## config.mk

```make
export PLATFORM = sky130hd
export DESIGN_NAME = i2s_sample_tx
export DESIGN_NICKNAME = d
export VERILOG_FILES = /design/src/rtl/sig_gen_pkg.sv /design/src/rtl/sample_fifo.sv /design/src/rtl/i2s_sample_tx.sv
export SDC_FILE = /design/constraint.sdc
export NUM_CORES = 1
export LEC_CHECK = 0
export ABC_AREA = 1
export BUFFER_PORTS_ARGS = -buffer_cell sky130_fd_sc_hd__buf_2
export CORE_UTILIZATION = 61
export DETAILED_ROUTE_END_ITERATION = 6
export GPL_TIMING_DRIVEN = 0
export HOLD_SLACK_MARGIN = 0.1
export PLACE_DENSITY = 0.89
export SYNTH_ARGS = -nofsm -noshare
export SYNTH_HDL_FRONTEND = slang
export SYNTH_HIERARCHICAL = 1
export SYNTH_SLANG_ARGS = --single-unit
```

## constraint.sdc

```tcl
create_clock -name clk -period 3.6 [get_ports clk]
set_clock_uncertainty 0.15 [all_clocks]
set_input_delay 0.18 -clock clk [delete_from_list [all_inputs] [get_ports clk]]
set_output_delay 0.18 -clock clk [all_outputs]
set_load 0.03 [all_outputs]
```

## src/rtl/sig_gen_pkg.sv

```systemverilog
// Shared constants and helpers for the signal-generator audio path.
// Holds the I2S slot geometry and the per-bit slot mapping used by the serializer.
package sig_gen_pkg;

    localparam int SLOT_BITS  = 32;
    localparam int FRAME_BITS = 64;

    // Bit 0 of each slot is the I2S one-BCLK delay; sample bits follow MSB first, then zero pad.
    function automatic logic slot_bit(input logic [SLOT_BITS-1:0] word,
                                      input logic [4:0]           b,
                                      input int                   depth);
        logic [4:0] idx;
        idx = 5'(depth - int'(b));
        if (int'(b) >= 1 && int'(b) <= depth)
            return word[idx];
        return 1'b0;
    endfunction

endpackage

```

## src/rtl/sample_fifo.sv

```systemverilog
// Synchronous FIFO for queued sample words.
// The head entry is visible combinationally, so a pop captures it with no read latency.
module sample_fifo #(
    parameter int DEPTH = 4,
    parameter int WIDTH = 32
) (
    input  logic             clk,
    input  logic             rstn,
    input  logic             push,
    input  logic             pop,
    input  logic [WIDTH-1:0] din,
    output logic             full,
    output logic             empty,
    output logic [WIDTH-1:0] head
);

    localparam int AW = $clog2(DEPTH);

    logic [WIDTH-1:0] mem [DEPTH];
    logic [AW-1:0]    wr_ptr;
    logic [AW-1:0]    rd_ptr;
    logic [AW:0]      count;
    logic             do_push;
    logic             do_pop;

    assign full    = (count == (AW+1)'(DEPTH));
    assign empty   = (count == '0);
    assign head    = mem[rd_ptr];
    assign do_push = push && !full;
    assign do_pop  = pop && !empty;

    // Pointers wrap naturally because DEPTH is a power of two.
    always_ff @(posedge clk or negedge rstn) begin
        if (!rstn) begin
            wr_ptr <= '0;
            rd_ptr <= '0;
            count  <= '0;
        end else begin
            if (do_push) wr_ptr <= wr_ptr + AW'(1);
            if (do_pop)  rd_ptr <= rd_ptr + AW'(1);
            case ({do_push, do_pop})
                2'b10:   count <= count + (AW+1)'(1);
                2'b01:   count <= count - (AW+1)'(1);
                default: count <= count;
            endcase
        end
    end

    always_ff @(posedge clk) begin
        if (do_push) mem[wr_ptr] <= din;
    end

endmodule

```

## src/rtl/i2s_sample_tx.sv

```systemverilog
// I2S transmitter: BCLK divider, 64-bit frame counter and serializer fed from a sample FIFO.
// Each popped word is sent in both slots; the frame-start pulse doubles as the upstream sample strobe.
module i2s_sample_tx
    import sig_gen_pkg::*;
#(
    parameter int BIT_DEPTH  = 24,
    parameter int BCLK_DIV   = 16,
    parameter int FIFO_DEPTH = 4
) (
    input  logic        clk,
    input  logic        rstn,
    input  logic [31:0] sample_i,
    input  logic        sample_valid_i,
    output logic        sample_ready_o,
    output logic        sample_tick_o,
    output logic        underrun_o,
    output logic        bclk_o,
    output logic        lrclk_o,
    output logic        sdata_o
);

    localparam int DW = $clog2(BCLK_DIV);

    logic [DW-1:0]        div_cnt;
    logic [5:0]           bit_cnt;
    logic [5:0]           bit_nxt;
    logic [SLOT_BITS-1:0] frame_word;
    logic [SLOT_BITS-1:0] fifo_head;
    logic                 fifo_full;
    logic                 fifo_empty;
    logic                 div_wrap;
    logic                 bclk_fall;
    logic                 frame_start;

    assign div_wrap       = (div_cnt == DW'(BCLK_DIV - 1));
    assign bclk_fall      = div_wrap && bclk_o;
    assign frame_start    = bclk_fall && (bit_cnt == 6'(FRAME_BITS - 1));
    assign bit_nxt        = bit_cnt + 6'd1;
    assign sample_ready_o = !fifo_full;
    assign lrclk_o        = bit_cnt[5];

    // An empty FIFO at frame start is not bypassed: a same-cycle push waits for the next frame.
    sample_fifo #(
        .DEPTH (FIFO_DEPTH),
        .WIDTH (SLOT_BITS)
    ) u_fifo (
        .clk   (clk),
        .rstn  (rstn),
        .push  (sample_valid_i),
        .pop   (frame_start),
        .din   (sample_i),
        .full  (fifo_full),
        .empty (fifo_empty),
        .head  (fifo_head)
    );

    always_ff @(posedge clk or negedge rstn) begin
        if (!rstn) begin
            div_cnt       <= '0;
            bclk_o        <= 1'b0;
            bit_cnt       <= 6'(FRAME_BITS - 1);
            sdata_o       <= 1'b0;
            sample_tick_o <= 1'b0;
            underrun_o    <= 1'b0;
            frame_word    <= '0;
        end else begin
            sample_tick_o <= frame_start;
            div_cnt       <= div_wrap ? '0 : div_cnt + DW'(1);
            if (div_wrap)
                bclk_o <= !bclk_o;
            // Data and word select both move on the falling BCLK edge.
            if (bclk_fall) begin
                bit_cnt <= bit_nxt;
                sdata_o <= slot_bit(frame_word, bit_nxt[4:0], BIT_DEPTH);
            end
            if (frame_start) begin
                frame_word <= fifo_empty ? '0 : fifo_head;
                if (fifo_empty)
                    underrun_o <= 1'b1;
            end
        end
    end

endmodule

```

======== Word-level counts from Yosys, hierarchy flattened ========
Memory sizes are Yosys's and may differ from the RTL's.
Index checks and enable logic that the tools add are counted.
storage, ports and cells
  bits in registers ....................... 53
  bits in writable memories ............... 128
  input bits .............................. 35
  output and inout bits ................... 6
  word-level logic and storage cells ...... 48
  memories kept ........................... 1
memories
  name        words  width  rd ports  clocked after memory_dff  wr ports  line               source
  u_fifo.mem  4      32     1         0                         1         sample_fifo.sv:19  logic [WIDTH-1:0] mem [DEPTH];
cells by class
  add/sub/neg operators ................... 7
  $lt $le $gt $ge ......................... 3
  equal/unequal tests ..................... 5
  multiplexer cells ....................... 11
  reduce and logical (&&, ||, !) cells .... 11
operators with widths
  cell                                                                count
  two-way mux 32 bit                                                  1
  two-way mux 1 bit                                                   7
  adder 6 x 1 -> 6 bit (second input constant)                        1
  == test 6 bit (second input constant)                               1
  < comparator 5 x 6 -> 1 bit (second input constant)                 1
  one-hot mux 3 bit (2 select lines)                                  1
  binary-select mux 1 bit (select 5 bit)                              1
  greater-or-equal comparator 5 x 1 -> 1 bit (second input constant)  1
  <= comparator 5 bit (second input constant)                         1
  logical AND 1 bit                                                   5
  subtractor 5 bit (first input constant)                             1
  adder 2 x 1 -> 2 bit (second input constant)                        2
  adder 4 x 1 -> 4 bit (second input constant)                        1
  == test 4 bit (second input constant)                               1
  two-way mux 4 bit                                                   1
  adder 3 x 1 -> 3 bit (second input constant)                        1
  == test 3 bit (second input constant)                               1
  logical NOT 1 bit                                                   3
  logical NOT 3 bit                                                   1
  subtractor 3 x 1 -> 3 bit (second input constant)                   1
  == test 2 x 1 -> 1 bit (second input constant)                      1
  == test 2 bit (second input constant)                               1
  AND reduction 2 bit                                                 1
  nonzero test 2 bit                                                  1

======== Logic depth before layout (Yosys ltp) ========
  depth in word-level cells ............... 6
  mapped depth ............................ 17
  depth with buffers taken out ............ 15

======== Cells and area by module ========
The synthesis kept the hierarchy.
by module, submodules not included
  module         times used  cells an instance  area an instance (sq um)  seq. area each (sq um)
  sample_fifo    1           435                5572.8                    4018.9
  i2s_sample_tx  1           313                2367.3                    1158.6

======== Least setup slack after synthesis ========
Ideal clock, no wire load.
  path type ............................... register -> register
  from .................................... reg bit_cnt[0]
  to ...................................... reg u_fifo.count[2]
  setup time .............................. 0.117 ns
  arrival time ............................ 2.427 ns
  data required time ...................... 3.333 ns
  setup slack ............................. 0.906 ns
  stages on the path, launching flop included .. 17
  path buffers ............................ 2
  period minus slack after synthesis ...... 2.694 ns
  path through ............................ dfstp_2 ha_1 nand3_1 inv_1 nand2_1 nor3_4 buf_6 buf_6 nand2_1 inv_1 ha_1 inv_1 fa_1 nand2_1 nand3_1 nand2_1 nand2_1
on the way
  word-level cells in the longest chain between the ends .. 5
  elaborated cells on any way between the ends .. 7
  classes of those cells .................. eq/ne (3); mux (1); reduce/logical (3)
RTL lines
  item                                                                      line                 source
  start, declared                                                           i2s_sample_tx.sv:25  logic [5:0] bit_cnt;
  start signal, assigned                                                    i2s_sample_tx.sv:61  bit_cnt <= 6'(FRAME_BITS - 1);
  start signal, assigned                                                    i2s_sample_tx.sv:73  bit_cnt <= bit_nxt;
  == test 6 bit (*)                                                         i2s_sample_tx.sv:37  assign frame_start = bclk_fall && (bit_cnt == 6'(FRAME_BITS - 1));
  logical AND 1 bit (*)                                                     i2s_sample_tx.sv:37
  via frame_start                                                           i2s_sample_tx.sv:33  logic frame_start;
  logical AND 1 bit (*)                                                     sample_fifo.sv:30    assign do_pop = pop && !empty;
  via u_fifo.do_pop                                                         sample_fifo.sv:24    logic do_pop;
  == test 2 x 1 -> 1 bit or == test 2 bit (tied branches)                   sample_fifo.sv:41    case ({do_push, do_pop})
  one-hot mux 3 bit (2 select lines) or nonzero test 2 bit (tied branches)  n/a
  end signal, assigned                                                      sample_fifo.sv:42    2'b10: count <= count + (AW+1)'(1);
  end signal, assigned                                                      sample_fifo.sv:43    2'b01: count <= count - (AW+1)'(1);
  end signal, assigned                                                      sample_fifo.sv:44    default: count <= count;
  end, declared                                                             sample_fifo.sv:22    logic [AW:0] count;
The timed path passes the listed nets; every way through them passes the cells marked *.
A chain may end at the register's enable or synchronous reset.

======== Worst setup path after layout ========
Ends and elaborated chain as after synthesis.

==> summary.md <==
| Metric | Value |
|---|---|
| Status | `completed` |
| Endpoints failing setup | `0` |
| Req. time, crit path | `around 3800 ps` |
| Setup TNS | `0 ps` |
| Final RePlAce weighted congestion | `a little under 0.9` |
| # nets final | `between 800 and 900` |
| Synth Flop Type | `edfxtp_1` |
| Post-synth EDFFs | `~130` |
| Initial antenna violation count | `1` |
| Synthesized flop and latch total | `approximately 180` |
| Register area share after synthesis | `0.652` |
| Crit end category | `register` |
| Ys async rst share | `0.293` |
| Max VDD drop | `between 0.0005 and 0.0006 V` |
| CTS sink count | `181` |
| IO Count | `41` |
| Post-Syn Area per Cell | `10.6 um^2` |
| RSZ-0062 raised after global routing | `no` |
| Initial core utilization | `0.627` |
| Crit start category | `register` |
| DR vias/cell | `about 5.7` |
| Max-slew violation count | `0` |
| Period Utilization, post-route | `0.858` |
| Post-synth top area share | `0.484` |
| Most Used Layer, Global Route | `met2` |
| Final Hold Viols | `0` |
| Std-Cell Rows | `41` |
| Max-cap viol count | `0` |
| Most common cell in the netlist | `nand2_1` |
| Setup Buffers After CTS | `0` |
| Clock root cell | `clkbuf_16` |
| Layout cells sized above 1 | `0.136` |
| Met2 Use GR | `0.502` |
| Slowest stage cell, crit path | `dfstp_2` |
| Via Count | `about 6000` |
| Die height | `approximately 120 um` |
| Pre-Repair DR Iteration Count | `6` |
| Leak | `4.29 nW` |
| Clock Path Buffers | `2` |
| Vias in the first global route | `approximately 5800` |
| Most frequent CP cell | `nand2_1` |
| Core area | `roughly 13000 um^2` |
| Syn nets | `792` |
| Worst Tran Pin Value | `1150 ps` |
| Largest net degree at the start of global routing | `54` |
| Area contributors post-synth | `edfxtp_1 (48%), dfrtp_1 (15%), nand2_1 (11%)` |
| Synth top cells by count | `nand2_1 (225), edfxtp_1 (128), inv_1 (112)` |
| Post-route ant nets | `0` |
| Worst skew pair latency | `roughly 430 ps` |
| CP max stage delay | `between 500 and 600 ps` |
| CP max FO | `13` |
| Drt wl/cell | `17.5 um` |
| CTS tree | `done` |
| GR Overflow Total | `0` |
| Hold Path Class | `register to register` |
| Max-slew headroom | `0.235` |
| Final min period | `roughly 3100 ps` |
| PortBufs | `40` |
| Critical path class | `register to register` |
| Synthesized cell area | `roughly 7900 um^2` |
| Post-route cell area | `9370 um^2` |
| Area of placed instances | `approximately 8500 um^2` |
| Layout area overhead | `18.0%` |
| Die W | `around 120 um` |
| First-pass GRT wire length | `29400 um` |
| Synth Warn # | `6` |
| CTS buffer count | `17` |
| Total GRT Usage | `0.298` |
| Routing usage on met3 | `0.0773` |
| Worst-path cell chain | `ha_1 -> nand3_1 -> inv_1 -> nand2_1 -> nor3_4 -> buf_6 -> buf_6 -> nand2_1 -> inv_1 -> ha_1 -> inv_1 -> fa_1 -> nand2_1 -> nand3_1 -> nand2_1 -> nand2_1` |
| Max Freq | `about 320 MHz` |
| DRC Markers | `0` |
| M1 GR Usage | `0.365` |
| Final HPWL DP | `roughly 11000 um` |
| Distinct cells, synth | `27` |
| H-Tree Level Count | `4` |
| Post-synthesis cell count | `approximately 750` |
| Pwr dens | `554 nW/um^2` |
| Synth area leader | `edfxtp_1` |
| DIE AREA | `roughly 13000 um^2` |
| DR iter-0 viols | `about 710` |
| WL final | `18100 um` |
| Clock transition at the registers of the reported paths | `70 ps` |
| Critical path arrival | `3260 ps` |
==> worst max-delay path, delay by kind of cell (launching register included) <==
kind,cells,cell delay (ps)
flip-flops,1,590
adder cells (fa/ha/maj),3,780
AND/OR/NAND/NOR,8,870
buffers and inverters,5,610
==> logic make-up (layout without fill, tap and decap cells) <==
logic type	count (synthesis)	count (layout)	synth area share
and+or+nand+nor	308	308	0.158
DFF	181	181	0.652
buffers and inverters	149	259	0.0870
AOI/OAI and AO/OA	94	94	0.0805
adders and majority gates	9	9	0.0151
xor gates and xnor gates	7	7	0.00772
other	0	1	0
==> worst paths after layout <==
path / from / to / slack, ps / cells past startpoint
min in group asynchronous: rstn / div_cnt[2] / 380 / 2
setup reg to reg: bit_cnt[0] / u_fifo/count[2] / 510 / 16
hold / removal: u_fifo/count[0] / u_fifo/count[0] / 320 / 1
max in group asynchronous: rstn / frame_word[25] / 2220 / 2
setup / recovery: bit_cnt[0] / u_fifo/count[2] / 510 / 16
hold reg to reg: u_fifo/count[0] / u_fifo/count[0] / 320 / 1
==> per-stage QoR <==
stage / util / setup slack (ps) / hold WS (ps) / std cells / power (W)
final: 0.740 / 510 / 322 / 1031 / 0.00519
after global routing: 0.740 / 349 / 340 / 1031 / 0.00538
after CTS: 0.739 / 518 / 330 / 1030 / 0.00517
after detailed placement: 0.669 / 593 / 246 / 964 / 0.00343
after global placement: 0.659 / -24.8 / 243 / 960 / 0.00330
after floorplan: - / 906 / -266 / 748 / 0.00310
==> final cells by class <==
type / instances / area (um^2)
multi-input cells: 418 / 2100
repair buffers: 78 / 636
clock inverters: 14 / 119
flip-flops and latches: 181 / 5180
inverters: 115 / 432
well taps: 172 / 215
diodes: 1 / 2.50
plain buffers: 34 / 259
clock buffers: 18 / 429
fillers: 758 / 3300
==> sequential cells by signal, indices dropped and copies added, names as in the netlist, 2 cells and up <==
| register | cells |
|---|---|
| frame_word | 32 |
| u_fifo/rd_ptr | 2 |
| bit_cnt | 6 |
| div_cnt | 4 |
| u_fifo/count | 3 |
| u_fifo/wr_ptr | 2 |
| u_fifo/mem | 128 |
==> routing by layer <==
metal	up-vias	part of all wire
li1	2679	-
met1	2745	0.38
met2	360	0.51
met3	66	0.083
met4	0	0.032
met5	-	0
==> cell usage in the layout (no fill, tap or decap), drive strengths merged, types with 6 or more instances in the layout <==
cell type | synthesis | routed
edfxtp | 128 | 128
inv | 114 | 121
o211ai | 64 | 64
dfstp | 6 | 6
nand2 | 226 | 226
clkbuf | 7 | 25
clkinv | 1 | 6
nand3 | 52 | 52
nor2 | 23 | 23
ha | 8 | 8
dlygate4sd3 | 0 | 34
buf | 27 | 71
dfrtp | 47 | 47
o21ai | 28 | 28
==> power by group <==
group	switching (W)	internal [W]	total, W
Combinational	0.000552	0.000244	0.000796
Clock	0.000823	0.000906	0.00173
Sequential	0.0000948	0.00258	0.00267
==> what timing repair did <==
item,4_1_cts,5_1_grt
gates resized for setup,0,0
hold endpoints to repair,177,0
hold buffers,34,0
Note: power is estimated with default switching activity, not from simulation.
